[src/rtl/esi_msg_byte_serializer.sv]
// Serializes one packed ESI message per handshake into an LSB-first byte stream with optional ID header.
// Latency: first byte 1 cycle after capture; backpressure holds the current byte, next message may capture on the last-byte transfer.
module esi_msg_byte_serializer #(
  parameter int          TYPE_SIZE_BITS = 32,
  parameter logic [7:0]  ENDPOINT_ID    = 8'h00,
  parameter bit          HEADER_EN      = 1'b1
) (
  input  logic                      clk,
  input  logic                      rstn,
  input  logic                      MsgInValid,
  output logic                      MsgInReady,
  input  logic [TYPE_SIZE_BITS-1:0] MsgIn,
  output logic                      ByteOutValid,
  input  logic                      ByteOutReady,
  output logic [7:0]                ByteOut,
  output logic                      ByteOutLast,
  output logic                      Busy
);

  localparam int TYPE_SIZE_BYTES = (TYPE_SIZE_BITS + 7) / 8;
  localparam int BUF_W           = TYPE_SIZE_BYTES * 8;
  localparam int IDX_W           = (TYPE_SIZE_BYTES > 1) ? $clog2(TYPE_SIZE_BYTES) : 1;
  localparam logic [IDX_W-1:0] LAST_IDX = IDX_W'(TYPE_SIZE_BYTES - 1);

  typedef enum logic [1:0] {
    S_IDLE = 2'd0,
    S_HDR  = 2'd1,
    S_DATA = 2'd2
  } state_t;

  state_t             r_state;
  state_t             w_state_nxt;
  logic [IDX_W-1:0]   r_idx;
  logic [BUF_W-1:0]   r_buf;
  logic               r_busy;
  logic               w_is_last;
  logic               w_xfer;
  logic               w_cap;
  logic [BUF_W-1:0]   w_msg_ext;

  assign w_msg_ext = BUF_W'(MsgIn);
  assign Busy      = r_busy;

  always_comb begin
    w_state_nxt  = r_state;
    w_is_last    = (r_state == S_DATA) && (r_idx == LAST_IDX);
    ByteOutValid = (r_state != S_IDLE);
    ByteOutLast  = w_is_last;
    ByteOut      = 8'h00;
    // The last-byte transfer cycle doubles as a capture slot so back-to-back messages leave no bubble.
    MsgInReady   = (r_state == S_IDLE) || (w_is_last && ByteOutReady);
    w_xfer       = ByteOutValid && ByteOutReady;
    w_cap        = MsgInValid && MsgInReady;

    case (r_state)
      S_HDR:   ByteOut = ENDPOINT_ID;
      S_DATA:  ByteOut = r_buf[7:0];
      default: ByteOut = 8'h00;
    endcase

    case (r_state)
      S_IDLE: begin
        if (w_cap) begin
          if (HEADER_EN) w_state_nxt = S_HDR;
          else           w_state_nxt = S_DATA;
        end
      end
      S_HDR: begin
        if (w_xfer) w_state_nxt = S_DATA;
      end
      S_DATA: begin
        if (w_xfer && w_is_last) begin
          if (w_cap) begin
            if (HEADER_EN) w_state_nxt = S_HDR;
            else           w_state_nxt = S_DATA;
          end else begin
            w_state_nxt = S_IDLE;
          end
        end
      end
      default: w_state_nxt = S_IDLE;
    endcase
  end

  always_ff @(posedge clk or negedge rstn) begin
    if (!rstn) begin
      r_state <= S_IDLE;
      r_busy  <= 1'b0;
    end else begin
      r_state <= w_state_nxt;
      r_busy  <= (w_state_nxt != S_IDLE);
    end
  end

  // Buffer shifts right on each data transfer so the current byte is always in the low lane.
  always_ff @(posedge clk or negedge rstn) begin
    if (!rstn) begin
      r_idx <= '0;
      r_buf <= '0;
    end else if (w_cap) begin
      r_idx <= '0;
      r_buf <= w_msg_ext;
    end else if ((r_state == S_DATA) && w_xfer && !w_is_last) begin
      r_idx <= r_idx + IDX_W'(1);
      r_buf <= r_buf >> 8;
    end
  end

endmodule
[config.mk]
export PLATFORM = sky130hd
export DESIGN_NAME = esi_msg_byte_serializer
export DESIGN_NICKNAME = d
export VERILOG_FILES = /design/src/rtl/esi_msg_byte_serializer.sv
export SDC_FILE = /design/constraint.sdc
export NUM_CORES = 1
export LEC_CHECK = 0
export CAP_MARGIN = 20
export CORE_ASPECT_RATIO = 0.75
export CORE_MARGIN = 1.5
export CORE_UTILIZATION = 52
export DETAILED_ROUTE_END_ITERATION = 12
export PLACE_DENSITY = 0.84
export SYNTH_ARGS = -nofsm -noshare
export SYNTH_HDL_FRONTEND = slang
export SYNTH_SLANG_ARGS = --single-unit
export TNS_END_PERCENT = 20
[constraint.sdc]
create_clock -name clk -period 3.7 [get_ports clk]
set_clock_uncertainty 0.15 [all_clocks]
set_input_delay 0.555 -clock clk [delete_from_list [all_inputs] [get_ports clk]]
set_output_delay 0.555 -clock clk [all_outputs]
set_load 0.01 [all_outputs]
* After elaboration in Yosys (flattened, before gate mapping)
Cells that the tools add are included.
** Cells by class
- Add/subtract/negate cells :: 1
- Mux-type cells :: 10
- Equality and inequality tests :: 3
- Reduce and logical (&&, ||, !) cells :: 13
** Operators with widths (count)
- $mux 32 :: 2
- $mux 2 :: 5
- $mux 8 :: 1
- $logic_and 1x1->1 :: 7
- $pmux 2 s3 :: 1
- $reduce_bool 2->1 :: 3
- $eq 2x2->1 const B :: 2
- $add 2x1->2 const B :: 1
- $eq 2x1->1 const B :: 1
- $logic_not 2->1 :: 1
- $logic_not 1->1 :: 1
- $logic_or 1x1->1 :: 1
- $mux 1 :: 1
** Word-level totals
- Bits in registers :: 37

* Logic depth before layout (Yosys ltp)
- Depth after elaboration :: 9
- Gate-level depth with buffers :: 6

* Worst setup path before layout
Ideal clock, no wire load.
- Path type :: reg-to-reg
- Start point :: reg r_idx[0]
- End point :: reg r_buf[0]
- Arrival time :: 1.738 ns
- Cell stages (with the launch flop) :: 7
- Setup slack :: 1.688 ns
- Buffers on the path :: 2
- Clock period less this slack :: 2.012 ns
- Setup time :: 0.125 ns
- Cells stage by stage :: dfrtp_1 -> ha_1 -> nor4bb_4 -> buf_6 -> buf_6 -> mux2_1 -> mux2_2
** On the way
- Longest elaborated chain between the ends :: 6
- Elaborated cells between the ends (all ways) :: 9
- Classes of those cells :: eq/ne (1); mux (1); reduce/logical (7)
** RTL lines
- from (decl) :: line 33 : logic [IDX_W-1:0] r_idx;
- from (signal assigned) :: line 104 : r_idx <= r_idx + IDX_W'(1);
- $eq 2x2->1 * :: line 46 : w_is_last = (r_state == S_DATA) && (r_idx == LAST_IDX);
- $logic_and 1x1->1 * :: line 46
- $logic_and 1x1->1 :: line 51 : MsgInReady = (r_state == S_IDLE) || (w_is_last && ByteOutReady);
- $logic_or 1x1->1 :: line 51
- $logic_and 1x1->1 :: line 53 : w_cap = MsgInValid && MsgInReady;
- $mux 32 / $reduce_bool 2->1 (equally long branches)
- to (signal assigned) :: line 102 : r_buf <= w_msg_ext;
- to (signal assigned) :: line 105 : r_buf <= r_buf >> 8;
- to (decl) :: line 34 : logic [BUF_W-1:0] r_buf;
Mark *: on every way between the ends. The rest lies on a longest branch, timed or not.
A chain may end at the register's enable or synchronous reset.

* Worst setup path in the final report
- Start point :: reg r_state[0]
- End point :: out ByteOut[3]
** On the way
- Longest elaborated chain between the ends :: 2
** RTL lines
- from (decl) :: line 31 : state_t r_state;
- from (signal assigned) :: line 90 : r_state <= w_state_nxt;
- $eq 2x2->1 :: line 55 : case (r_state)
- $mux 8 :: line 55
- to (decl) :: line 15 : output logic [7:0] ByteOut,
Every way passes these cells.

==> metrics.md <==
| Metric | Value |
|---|---|
| Clk buf depth | 2 |
| Post-synthesis cell area | 1900 um2 |
| Largest net degree at the start of global routing | 38 |
| Synth Net Count | 172 |
| Initial Util | 55.9% |
| Synthesized area per cell | 14.1 um2 |
| Type of origin of the critical path | flop |
| CP cell instances | nor2b_1, and2_1, clkdlybuf4s50_1 |
| Final WL | 3400 um |
| # diodes | 0 |
| Num CTS Buffers | 5 |
| Worst path max stage delay | 540 ps |
| Grt ovf | 0 |
| Placed wire-length estimate | 2260 um |
| Buffers added on ports | 47 |
| Fin. max-slew vios | 0 |
| DP Area | 2360 um2 |
| Cts repair resizes | 0 |
| Dpl cells | 226 |
| Fmax | 0.356 GHz |
| Req. time, crit path | 2990 ps |
| Final min period | 2810 ps |
| Global-route wire length before repair | 5890 um |
| Cts hold-fix bufs | 0 |
| Maximum vdd drop | 0.000416 V |
| Final Cycle Share | 76.0% |
| Hold Vio Cnt, Final | 0 |
| Die width | 72.8 um |
| Num Clock Sinks | 37 |
| Setup Fix Bufs, Post-CTS | 0 |
| Clock latency at the later pin of the worst-skew pair | 290 ps |
| Number of cell rows | 18 |
| Initial DRC Count | 76 |
| Count of cell types in the netlist | 18 |
| Worst-margin pin slew | 825 ps |
| CTS tree | done |
| LEAKAGE | 1.02 nW |
| Number of global-route vias before repair | 1231 |
| RSZ-0062 raised after global routing | no |
| GRT Overall Usage | 19.4% |
| Vias | 1159 |
| Yosys Warn Count | 0 |
| Run status | finished, final reports clean |
| Total die area | 4030 um2 |
| Nets@finish | 220 |
| Hold Worst Slack | 203 ps |
| Slowest-stage cell, CP | nor2b_1 |
| Worst Path Buf+Inv | 1 |
| Routed Antenna Nets | 0 |
| Critical path class | flop to output pin |
| CP delay by family, top | simple AND/OR/NAND/NOR gates |
| Endpoints failing setup | 0 |
| Relative slew slack | 45.0% |
| Reg clk slew, reported paths | 80 ps |
| Root buffer cell | clkbuf_8 |
| Max-cap violations | 0 |
| Residual DRC | 0 |
| Post-DR wirelength/cell | 14.5 um |
| Non-filler cells, final | 234 |
| Proportion of layout cells with a drive suffix above 1 | 27.7% |
| Overall power | 1.86 mW |
| CP endpoint kind | output pin |
| Mean number of vias per cell | 4.95 |
| Cells after synthesis | 135 |
| Post-synthesis sequential area ratio | 48.7% |
| Pre-antenna DRT Iters | 3 |
| Synth Register Bits | 37 |
| Vert. Die Dim | 55.4 um |
| Worst hold path type | input pin to async pin |
| IO Count | 48 |
| Core area | 3400 um2 |
| CP Max Fanout | 10 |
| Critical path arrival | 2110 ps |
| PwrDens | 751 nW/um2 |
| Setup TNS | 0 ps |
| Initial antenna violation count | 0 |
| Finished Cell Area | 2470 um2 |
| CTS HTree Levels | 2 |
| GPL Wtd Cong | 0.680 |
| Synthesis-to-layout area growth | 29.9% |
==> registers in the layout (all words and copies together) (netlist names) <==
name	cells
r_buf	32
r_idx	2
r_state	2
Busy	1
==> metrics by stage <==
step	util (%)	worst slack, ps
5_1_grt	72.6	782
3_5_place_dp	69.4	938
3_3_place_gp	69.4	1020
4_1_cts	72.6	863
6_report	72.6	890
2_1_floorplan	-	1690
==> cell type report <==
class	count	area [um2]
clock buffer	6	72.6
clock inverter	2	38.8
fill	223	931
multi-input combinational	90	890
sequential	37	926
tap	50	62.6
timing repair buffer	49	480
==> report_power, final <==
part           switching (mW)  internal (mW)
sequential              0.112          0.607
clock                   0.147          0.202
combinational           0.286          0.501
==> cell families (layout without fill, tap and decap cells) <==
logic type	after synthesis	after routing	synth area share (%)
buffers and inverters	8	57	4.54
flip-flops	37	37	48.7
XOR/XNOR	1	1	0.461
AND/OR/NAND/NOR	27	27	10.1
adder cells (fa/ha/maj)	1	1	0.658
multiplexers	58	58	34.3
AO/OA/AOI/OAI	3	3	1.32
==> cells in the final DEF, fill, tap and decap left out, drive strengths merged <==
| cell | count |
|---|---|
| clkinv | 1 |
| a2bb2oi | 1 |
| nor3 | 1 |
| clkbuf | 6 |
| nor4bb | 1 |
| buf | 3 |
| or2 | 1 |
| nor3b | 1 |
| ha | 1 |
| bufinv | 1 |
| a21oi | 1 |
| nor2b | 11 |
| nor2 | 3 |
| mux2 | 57 |
| xnor2 | 1 |
| a21boi | 1 |
| mux2i | 1 |
| clkdlybuf4s50 | 46 |
| dfrtp | 37 |
| and2 | 9 |
==> cell usage after synthesis <==
| library cell | n | share of area [%] |
|---|---|---|
| a21boi_2 | 1 | 0.59 |
| buf_4 | 1 | 0.39 |
| xnor2_1 | 1 | 0.46 |
| a21oi_1 | 1 | 0.26 |
| a2bb2oi_1 | 1 | 0.46 |
| dfrtp_1 | 37 | 49 |
| and2_1 | 9 | 3.0 |
| nor3b_4 | 1 | 0.99 |
| nor2_1 | 3 | 0.59 |
| nor4bb_4 | 1 | 1.3 |
| nor2b_1 | 11 | 3.6 |
| mux2i_1 | 1 | 0.53 |
| ha_1 | 1 | 0.66 |
| buf_6 | 7 | 4.1 |
| mux2_1 | 20 | 12 |
| or2_2 | 1 | 0.33 |
| nor3_1 | 1 | 0.26 |
| mux2_2 | 37 | 22 |
==> final timing paths <==
check | slack (ps) | start | to | cells past startpoint
worst max-delay path | 890 | r_state[0]$_DFF_PN0_ | ByteOut[3] | 3
worst min-delay path | 200 | rstn | r_buf[30]$_DFFE_PN0P_ | 1
worst max register to register | 1410 | r_idx[0]$_DFFE_PN0P_ | r_buf[15]$_DFFE_PN0P_ | 5
worst min register to register | 420 | r_idx[1]$_DFFE_PN0P_ | r_idx[1]$_DFFE_PN0P_ | 2
max in group asynchronous | 2670 | rstn | r_buf[8]$_DFFE_PN0P_ | 1
min in group clk | 420 | r_idx[1]$_DFFE_PN0P_ | r_idx[1]$_DFFE_PN0P_ | 2
==> metal layers <==
metal / track usage (%) / share of wire, %
met5: 0 / 0
met4: 7.28 / 1.1
met3: 6.02 / 5.2
met2: 29.8 / 47
met1: 25.7 / 47
Power figures use the tool's default switching activity.
